**src/rtl/fetch_pkg.sv**
```systemverilog
// Shared defaults and types for the instruction fetch unit and its buffers.
package fetch_pkg;

  localparam logic [31:0] DEFAULT_RESET_PC = 32'h0000_0000;
  localparam int          DEFAULT_DEPTH    = 2;

  typedef enum logic {
    FETCH = 1'b0,
    DRAIN = 1'b1
  } fetch_state_t;

  typedef struct packed {
    logic [31:0] pc;
    logic [31:0] instr;
  } fetch_entry_t;

endpackage

```
**src/rtl/fetch_fifo.sv**
```systemverilog
// Small circular FIFO with flush and occupancy count; used both as the
// instruction buffer and as the queue of in-flight request addresses.
module fetch_fifo #(
  parameter  int DEPTH = 2,
  parameter  int WIDTH = 32,
  localparam int CW    = $clog2(DEPTH + 1)
) (
  input  logic             clk_i,
  input  logic             rst_ni,
  input  logic             push_i,
  input  logic             pop_i,
  input  logic             flush_i,
  input  logic [WIDTH-1:0] data_i,
  output logic [WIDTH-1:0] data_o,
  output logic [CW-1:0]    count_o
);

  localparam int PW = (DEPTH > 1) ? $clog2(DEPTH) : 1;

  logic [WIDTH-1:0] mem_q [DEPTH];
  logic [PW-1:0]    rd_q, wr_q;
  logic [CW-1:0]    count_q;
  logic             do_push, do_pop;

  function automatic logic [PW-1:0] nextPtr(input logic [PW-1:0] p);
    return (p == PW'(DEPTH - 1)) ? '0 : p + PW'(1);
  endfunction

  assign do_pop  = pop_i && (count_q != '0);
  assign do_push = push_i && ((count_q != CW'(DEPTH)) || do_pop);
  assign data_o  = mem_q[rd_q];
  assign count_o = count_q;

  // Storage carries no reset; the count alone says which entries are live.
  always_ff @(posedge clk_i) begin
    if (do_push && !flush_i) begin
      mem_q[wr_q] <= data_i;
    end
  end

  always_ff @(posedge clk_i or negedge rst_ni) begin
    if (!rst_ni) begin
      rd_q    <= '0;
      wr_q    <= '0;
      count_q <= '0;
    end else if (flush_i) begin
      rd_q    <= '0;
      wr_q    <= '0;
      count_q <= '0;
    end else begin
      if (do_push) wr_q <= nextPtr(wr_q);
      if (do_pop)  rd_q <= nextPtr(rd_q);
      case ({do_push, do_pop})
        2'b10:   count_q <= count_q + CW'(1);
        2'b01:   count_q <= count_q - CW'(1);
        default: count_q <= count_q;
      endcase
    end
  end

endmodule

```
**src/rtl/instr_fetch_unit.sv**
```systemverilog
// Credit-based instruction fetch: issues sequential word fetches, buffers
// in-order responses for the decoder and drains stale responses after a redirect.
module instr_fetch_unit
  import fetch_pkg::*;
#(
  parameter logic [31:0] RESET_PC = DEFAULT_RESET_PC,
  parameter int          DEPTH    = DEFAULT_DEPTH
) (
  input  logic        clk,
  input  logic        rst,
  output logic        imem_req_valid,
  output logic [31:0] imem_req_addr,
  input  logic        imem_req_ready,
  input  logic        imem_rsp_valid,
  input  logic [31:0] imem_rsp_data,
  input  logic        redirect_valid,
  input  logic [31:0] redirect_pc,
  output logic        if_valid,
  output logic [31:0] if_instr,
  output logic [31:0] if_pc,
  input  logic        if_ready,
  output logic        fetch_err
);

  localparam int          CW      = $clog2(DEPTH + 1);
  localparam logic [CW:0] DEPTH_W = (CW + 1)'(DEPTH);

  fetch_state_t  state_q, state_d;
  logic [31:0]   fpc_q, fpc_d;
  logic [CW-1:0] discard_q, discard_d;
  logic          fetch_err_q;
  logic [CW-1:0] outstanding, buf_count;
  logic [CW:0]   credits_used;
  logic [31:0]   rsp_pc;
  fetch_entry_t  push_entry, head_entry;
  logic          req_fire, rsp_ok, rsp_keep, buf_pop;
  logic          unused_redirect_lsbs;

  assign unused_redirect_lsbs = ^redirect_pc[1:0];

  // Every issued request owns a buffer slot, so the buffer can never overflow.
  assign credits_used   = {1'b0, outstanding} + {1'b0, buf_count};
  assign if_valid       = (buf_count != '0);
  assign buf_pop        = if_valid && if_ready && !redirect_valid;
  assign imem_req_valid = rst && (state_q == FETCH) && !redirect_valid &&
                          ((credits_used < DEPTH_W) || ((credits_used == DEPTH_W) && buf_pop));
  assign imem_req_addr  = fpc_q;
  assign req_fire       = imem_req_valid && imem_req_ready;
  assign rsp_ok         = imem_rsp_valid && (outstanding != '0);
  assign rsp_keep       = rsp_ok && (state_q == FETCH) && !redirect_valid;
  assign push_entry     = '{pc: rsp_pc, instr: imem_rsp_data};
  assign if_instr       = if_valid ? head_entry.instr : '0;
  assign if_pc          = if_valid ? head_entry.pc : '0;
  assign fetch_err      = fetch_err_q;

  fetch_fifo #(.DEPTH(DEPTH), .WIDTH(32)) u_pc_queue (
    .clk_i   (clk),
    .rst_ni  (rst),
    .push_i  (req_fire),
    .pop_i   (rsp_ok),
    .flush_i (1'b0),
    .data_i  (fpc_q),
    .data_o  (rsp_pc),
    .count_o (outstanding)
  );

  fetch_fifo #(.DEPTH(DEPTH), .WIDTH($bits(fetch_entry_t))) u_buffer (
    .clk_i   (clk),
    .rst_ni  (rst),
    .push_i  (rsp_keep),
    .pop_i   (buf_pop),
    .flush_i (redirect_valid),
    .data_i  (push_entry),
    .data_o  (head_entry),
    .count_o (buf_count)
  );

  always_comb begin
    state_d   = state_q;
    discard_d = discard_q;
    fpc_d     = fpc_q;
    if (redirect_valid) begin
      fpc_d = {redirect_pc[31:2], 2'b00};
    end else if (req_fire) begin
      fpc_d = fpc_q + 32'd4;
    end
    if (state_q == DRAIN) begin
      if (rsp_ok) discard_d = discard_q - CW'(1);
      if (discard_d == '0) state_d = FETCH;
    end else if (redirect_valid) begin
      discard_d = outstanding - CW'(rsp_ok);
      if (discard_d != '0) state_d = DRAIN;
    end
  end

  always_ff @(posedge clk or negedge rst) begin
    if (!rst) begin
      state_q     <= FETCH;
      fpc_q       <= RESET_PC;
      discard_q   <= '0;
      fetch_err_q <= 1'b0;
    end else begin
      state_q   <= state_d;
      fpc_q     <= fpc_d;
      discard_q <= discard_d;
      if (imem_rsp_valid && (outstanding == '0)) fetch_err_q <= 1'b1;
    end
  end

endmodule
```
**config.mk**
```make
export PLATFORM = sky130hd
export DESIGN_NAME = instr_fetch_unit
export DESIGN_NICKNAME = d
export VERILOG_FILES = /design/src/rtl/fetch_pkg.sv /design/src/rtl/fetch_fifo.sv /design/src/rtl/instr_fetch_unit.sv
export SDC_FILE = /design/constraint.sdc
export NUM_CORES = 1
export LEC_CHECK = 0
export ABC_CLOCK_PERIOD_IN_PS = 8700
export CAP_MARGIN = 5
export CORE_ASPECT_RATIO = 0.8
export CORE_MARGIN = 4
export CORE_UTILIZATION = 45
export CTS_CLUSTER_DIAMETER = 120
export DETAILED_ROUTE_END_ITERATION = 10
export HOLD_SLACK_MARGIN = 0.15
export PLACE_DENSITY = 0.69
export REMOVE_ABC_BUFFERS = 1
export SETUP_SLACK_MARGIN = 0.05
export SLEW_MARGIN = 20
export SYNTH_ARGS = -nofsm -noshare
export SYNTH_HDL_FRONTEND = slang
export SYNTH_HIERARCHICAL = 1
export SYNTH_SLANG_ARGS = --single-unit
```
**constraint.sdc**
```tcl
create_clock -name clk -period 8.7 [get_ports clk]
set_input_delay 0.87 -clock clk [delete_from_list [all_inputs] [get_ports clk]]
set_output_delay 0.87 -clock clk [all_outputs]
set_load 0.005 [all_outputs]
```
==> results by group, run 1 <==
Min path
  – Worst Hold Class: in2async

Routing
  – Final WL: 22200 µm
  – Pre-antenna DRT Iters: 5
  – Mean routed wirelength per cell: 19.0 µm
  – Starting DRC count in detailed routing: 493
  – Total number of vias: 6245
  – Final routed DRC violation total: 0
  – Final antenna-violating net count: 0
  – Via density: 5.32

Run
  – MaxCap Viol Count: 0

Synth
  – XOR/XNOR share of the synthesized area: 0.610%
  – Simple-gate share of the synthesized area: 11.2%
  – Post-synth top area cell: edfxtp_1
  – Sequential fraction of the synthesis area: 67.8%
  – Synth Flop Type: edfxtp_1
  – Post-synth EDFFs: 192
  – Yosys Warn Count: 6
  – Adder-Cell Fraction of Synth Area: 0.573%
  – Library cells used by synthesis: 58
  – Proportion of netlist area held by the largest area contributor: 57.4%
  – Synth top area cells: edfxtp_1, dfrtp_1, mux2_1, and2_1, mux2_2
  – Mean Syn Cell Area: 14.8 µm²
  – Post-synthesis compound-gate area fraction: 6.37%
  – Seq cells post-synth: 234
  – Post-synthesis mux area share: 11.3%
  – Share of flip-flops with an asynchronous set or reset: 17.9%
  – Mapped Cells: 677
  – Cell area after synthesis: 0.0101 mm²
  – Combinational family with the most area after synthesis: multiplexers

Run status
  – Status: finished, final reports clean

Layout
  – Fill count: 1715
  – Area Growth Syn to Fin: 26.9%
  – # nets final: 930
  – Antenna cell count: 0
  – Final design utilization: 58.7%
  – Final Instance Area: 0.0128 mm²
  – Layout cell share with drive strength beyond 1: 10.5%
  – Post-Layout Cell Count: 1173

Place
  – Inst Count DP: 1130
  – IO Port Bufs: 164
  – RD Place Congestion: 0.874
  – Setup WS pre-CTS: 3.53 ns
  – Area after DPL: 0.0120 mm²
  – Post-DP HPWL: 14500 µm

STA
  – Fin Clk Skew: 0.00980 ns
  – Clock period minus worst slack: 4.53 ns
  – RSZ-0062 raised after global routing: no
  – Total negative slack: 0 ns
  – Final setup viols: 0
  – Relative slew slack: 26.4%
  – Slack of the critical path: 4.17 ns
  – Fin crit share: 52.1%
  – Final Hold Viols: 0
  – F_max: 221 MHz
  – Hold slack final: 0.246 ns
  – Worst slew pin tran: 1.10 ns
  – Final Max Slew Viols: 0

Critical path
  – Worst path arrival time: 4.70 ns
  – Worst R2R Start: u_pc_queue/count_o[0]
  – Crit path max fanout: 28
  – Terminus of the critical flop-to-flop path: u_pc_queue/mem_q[1][27]
  – Reg2Reg Depth: 9
  – CP max stage delay: 0.87 ns
  – Worst setup EP type: flip-flop
  – Setup crit start kind: flip-flop
  – Crit path buffers/inverters: 2
  – CP delay by family, top: simple AND/OR/NAND/NOR gates
  – Crit Path Category: reg2reg
  – Crit-path cells: ha_1 > fa_1 > nor4b_4 > and2_2 > nand2_2 > inv_2 > o31ai_2 > nor3b_2 > buf_4
  – Worst R2R Setup Slack: 4.17 ns
  – WP data required: 8.87 ns
  – Slowest CP cell: nor3b_2
  – Cell count along the critical path: 9

Pwr
  – Pwr dens: 190 mW/mm²
  – Power Total: 2.42 mW
  – Leak: 4.44 nW
  – Worst vdd ir: 0.139 mV

Global routing
  – Global-route wire length before repair: 35600 µm
  – Total track usage: 17.8%
  – GR met3 Demand/Resource: 3.46%
  – Gr busiest metal: met2
  – GR Overflow Total: 0
  – Pin count of the biggest net entering global routing: 66
  – Initial antenna violation count: 0
  – Met2 Use GR: 29.8%
  – Vias in the first global route: 6586
  – Met1 usage: 24.0%

Clocking
  – Root Buffer: clkbuf_16
  – Clk buf depth: 3
  – CTS tree: yes
  – Post-CTS Resized: 0
  – TritonCTS buffer count: 23
  – Htree depth: 1
  – Number of buffers added for setup after CTS: 0
  – Clock-pin slew on the worst setup and hold paths: 0.07 ns
  – Post-CTS Hold Buffers: 0
  – Skew-Pair Late Insertion Delay: 0.50 ns
  – Sink Count: 234

Die
  – Die Wd: 175 µm
  – Row count: 48
  – Initial Utilization: 46.2%
  – Die area: 0.0248 mm²
  – Core area: 0.0217 mm²
  – Die height: 142 µm
  – Total I/O pin count: 169
## Yosys cell counts (all sizes together), types with 3 or more instances
master,number
edfxtp,192
mux2,98
and2,67
dfrtp,42
nand2,35
nor3,21
o21ai,21
buf,20
inv,20
nor2,19
a21oi,18
nand3,16
a221o,11
clkbuf,10
nand4,10
a21o,7
o211ai,7
or3,7
xor2,5
nor3b,4
o311ai,4
o31a,4
a22oi,3
and3,3
ha,3
mux2i,3
or4,3
## worst reg2reg max path, stage by stage, from the launching register on
cell and delay (ns):
dfrtp_1 0.50, ha_1 0.28, fa_1 0.40, nor4b_4 0.27
and2_2 0.25, nand2_2 0.36, inv_2 0.56, o31ai_2 0.22
nor3b_2 0.87, buf_4 0.48
## routing by layer
metal	share of wire (%)	up-vias	routed length [µm]
li1	-	2900	-
met1	43	3035	9670
met2	47	275	10500
met3	7.0	35	1570
met4	2.1	0	461
met5	0	-	0
## state kept, by name, summed over array words and instances, names as in the netlist
signal / cells
discard_q: 2
u_buffer/wr_q: 1
u_pc_queue/mem_q: 64
imem_req_addr: 30
state_q: 1
u_pc_queue/rd_q: 1
u_pc_queue/count_o: 2
fetch_err: 1
u_buffer/count_o: 2
u_pc_queue/wr_q: 1
u_buffer/rd_q: 1
u_buffer/mem_q: 128
## cell usage in the layout (no fill, tap or decap), types with 4 or more instances in the layout
cell type / instances
o21ai_0: 20
mux2_2: 19
or3_1: 6
edfxtp_1: 192
xor2_1: 5
and2_1: 66
nand3_1: 15
nand2_1: 34
o211ai_1: 7
inv_1: 14
conb_1: 13
clkdlybuf4s50_1: 162
a21oi_1: 17
nand4_1: 9
nor2_1: 18
inv_2: 6
buf_4: 7
nor3_1: 19
a221o_1: 11
mux2_1: 79
dfrtp_1: 41
clkbuf_16: 23
clkinv_2: 8
a21o_1: 7
o31a_1: 4
## kinds of logic after synthesis
| kind of cell | after synthesis |
|---|---|
| other | 1 |
| AND/OR/NAND/NOR | 194 |
| buffers and inverters | 50 |
| adder cells (fa/ha/maj) | 4 |
| XOR/XNOR | 7 |
| flip-flops | 234 |
| AO/OA/AOI/OAI | 86 |
| multiplexers | 101 |
## worst max path at each step
stage | startpoint | endpoint
after CTS | rst | u_pc_queue/mem_q[1][30]
after global placement | rst | u_pc_queue/mem_q[1][26]
after detailed placement | rst | u_pc_queue/mem_q[1][25]
after global routing | u_pc_queue/count_o[0] | u_pc_queue/mem_q[1][30]
after floorplan | imem_rsp_valid | u_buffer/mem_q[1][0]
final | u_pc_queue/count_o[0] | u_pc_queue/mem_q[1][27]
## power by group
part	switching, mW	internal (mW)	leakage [nW]
sequential	0.0510	1.25	2.25
combinational	0.0921	0.107	1.84
clock	0.403	0.513	0.348
## area by class of cell
type,count,area [µm²],area share [%]
clock buffer,29,628,4.92
clock inverter,13,71.3,0.559
inverter,20,75.1,0.588
multi-input combinational,405,3080,24.2
sequential,234,6820,53.5
tap,300,375,2.94
timing repair buffer,172,1700,13.4
No activity file was read; power rests on OpenSTA's default activity.
==> inputs of run 2 (changes only) <==
--- a/config.mk
+++ b/config.mk
@@ -5,7 +5,7 @@
 export SDC_FILE = /design/constraint.sdc
 export NUM_CORES = 1
 export LEC_CHECK = 0
-export ABC_CLOCK_PERIOD_IN_PS = 8700
+export ABC_CLOCK_PERIOD_IN_PS = 4800
 export CAP_MARGIN = 5
 export CORE_ASPECT_RATIO = 0.8
 export CORE_MARGIN = 4
==> constraint.sdc (replaced) <==
create_clock -name clk -period 4.8 [get_ports clk]
set_input_delay 0.48 -clock clk [delete_from_list [all_inputs] [get_ports clk]]
set_output_delay 0.48 -clock clk [all_outputs]
set_load 0.005 [all_outputs]
==> run 2 against run 1 <==
  * Critical path depth unchanged
  * Global-route usage down 0.091 points
  * Sequential power up 82%
  * Via count up 0.26%
==> results by group, run 2 (synthesis gave the netlist of run 1 again) <==
Place
  – Setup WS pre-CTS: 1.10 ns (-2.43 ns)
  – IO Port Bufs: 164 (unchanged)
  – RD Place Congestion: 0.871 (-0.30%)
  – Post-DP HPWL: 14600 µm (+0.63%)
  – Inst Count DP: 1133 (+0.27%)

Global routing
  – Global-route wire length before repair: 35300 µm (-0.78%)
  – Total track usage: 17.7% (-0.091 points)
  – Pin count of the biggest net entering global routing: 66 (unchanged)
  – GR Overflow Total: 0 (unchanged)
  – Initial antenna violation count: 0 (unchanged)
  – Vias in the first global route: 6489 (-1.5%)

STA
  – RSZ-0062 raised after global routing: no
  – Final setup viols: 0 (unchanged)
  – Final Max Slew Viols: 0 (unchanged)
  – Total negative slack: 0 ns (unchanged)
  – Hold slack final: 0.467 ns (+0.221 ns)
  – Relative slew slack: 35.5% (+9.0 points)
  – F_max: 264 MHz (+20%)
  – Clock period minus worst slack: 3.78 ns (-0.749 ns)
  – Fin crit share: 78.8% (+27 points)
  – Fin Clk Skew: 0.0136 ns (+0.00379 ns)
  – Slack of the critical path: 1.02 ns (-3.15 ns)
  – Worst slew pin tran: 0.968 ns (-0.135 ns)
  – Final Hold Viols: 0 (unchanged)

Clocking
  – Number of buffers added for setup after CTS: 0 (unchanged)
  – Root Buffer: clkbuf_16
  – Post-CTS Resized: 0 (unchanged)
  – CTS tree: yes
  – Clk buf depth: 3 (unchanged)
  – TritonCTS buffer count: 24 (+4.3%)
  – Post-CTS Hold Buffers: 1 (+1)
  – Clock-pin slew on the worst setup and hold paths: 0.06 ns (about the same)
  – Sink Count: 234 (unchanged)
  – Htree depth: 1 (unchanged)
  – Skew-Pair Late Insertion Delay: 0.51 ns (about the same)

Pwr
  – Pwr dens: 351 mW/mm² (+85%)
  – Leak: 4.48 nW (+0.83%)
  – Power Total: 4.51 mW (+86%)
  – Worst vdd ir: 0.211 mV (+51%)

Critical path
  – Worst setup EP type: flip-flop
  – Terminus of the critical flop-to-flop path: u_pc_queue/mem_q[1][5]
  – Setup crit start kind: flip-flop
  – Reg2Reg Depth: 9 (unchanged)
  – Crit Path Category: reg2reg
  – Worst R2R Setup Slack: 1.02 ns (-3.15 ns)
  – Worst R2R Start: u_pc_queue/count_o[0]
  – Crit path max fanout: 28 (unchanged)
  – Worst path arrival time: 3.96 ns (-0.74 ns)
  – WP data required: 4.98 ns (-3.89 ns)

Die
  – Die Wd: 175 µm (unchanged)
  – Row count: 48 (unchanged)
  – Die height: 142 µm (unchanged)
  – Initial Utilization: 46.2% (unchanged)
  – Total I/O pin count: 169 (unchanged)
  – Core area: 0.0217 mm² (unchanged)
  – Die area: 0.0248 mm² (unchanged)

Routing
  – Met2 routed wirelength: 10700 µm (+1.1%)
  – Final routed DRC violation total: 0 (unchanged)
  – Pre-antenna DRT Iters: 5 (unchanged)
  – Final antenna-violating net count: 0 (unchanged)
  – Final WL: 22400 µm (+0.85%)
  – Routed wl met3: 1510 µm (-3.4%)
  – Starting DRC count in detailed routing: 466 (-5.5%)
  – DR top layer: met4
  – Mean routed wirelength per cell: 19.1 µm (+0.59%)
  – Met1 WL: 9750 µm (+0.85%)
  – Total number of vias: 6261 (+0.26%)
  – Via density: 5.32 (about the same)

Min path
  – Hold Path Stages: 1
  – Hold path endpoint: fetch_err
  – Hold path start: fetch_err
  – Worst Hold Class: reg2reg

Layout
  – Most common cell after layout, fill and taps aside: edfxtp_1
  – Post-Layout Cell Count: 1176 (+0.26%)
  – Area Growth Syn to Fin: 27.6%
  – Layout cell share with drive strength beyond 1: 10.3% (-0.26 points)
  – Largest register by flop count: u_buffer/mem_q
  – Antenna cell count: 0 (unchanged)
  – Most frequent cells in the layout: edfxtp_1, clkdlybuf4s50_1, mux2_1
  – Largest register FFs: 128 (unchanged)
  – # nets final: 934 (+0.43%)

Run
  – MaxCap Viol Count: 0 (unchanged)

Run status
  – Status: finished, final reports clean
run 2: cell count changes in the layout (fill, tap and decap cells not counted), sizes merged:
| cell | before | now |
|---|---|---|
| buf | 10 | 12 |
| bufinv | 0 | 2 |
| clkinvlp | 2 | 0 |
| clkinv | 10 | 11 |
| dlygate4sd3 | 0 | 1 |
| inv | 21 | 20 |
run 2: layout make-up:
type	count	area [µm²]
multi-input combinational	405	3090
inverter	20	75.1
clock buffer	29	641
clock inverter	13	109
sequential	234	6820
tap	300	375
timing repair buffer	175	1720
fill	1706	8910
run 2: metrics by stage:
step,instance area (µm²),util (%)
final,12800,59.0
after global routing,12800,59.0
after CTS,12800,59.0
after detailed placement,12100,55.5
after global placement,12100,55.5
after floorplan,9950,-
run 2: how the worst max path moves through the flow:
stage	to	from	slack [ns]	depth (start not counted)
5_1_grt	u_pc_queue/mem_q[1][14]	u_pc_queue/count_o[0]	0.80	9
3_5_place_dp	u_pc_queue/mem_q[1][14]	u_pc_queue/count_o[0]	1.10	9
4_1_cts	u_pc_queue/mem_q[1][14]	u_pc_queue/count_o[0]	1.07	9
6_report	u_pc_queue/mem_q[1][5]	u_pc_queue/count_o[0]	1.02	9
2_1_floorplan	u_buffer/mem_q[1][0]	u_pc_queue/count_o[0]	-1.90	4
3_3_place_gp	u_pc_queue/mem_q[1][19]	if_ready	1.26	8
run 2: layer usage:
| metal | vias to the layer above | GRT usage, % |
|---|---|---|
| li1 | 2903 | - |
| met1 | 3078 | 24.0 |
| met2 | 237 | 29.5 |
| met3 | 43 | 3.62 |
| met4 | 0 | 4.67 |
| met5 | - | 0 |
run 2: report_power, final:
| group | internal (mW) | switching, mW |
|---|---|---|
| clock network | 1.05 | 0.730 |
| registers | 2.27 | 0.0931 |
| logic | 0.194 | 0.170 |
run 2: critical path, cell delays in order (launching register included):
cell and delay, ns:
dfrtp_1 0.50, ha_1 0.27, fa_1 0.41, nor4b_4 0.26, and2_2 0.27, nand2_2 0.35, inv_2 0.57, o31ai_2 0.21
nor3b_2 0.26, buf_4 0.33
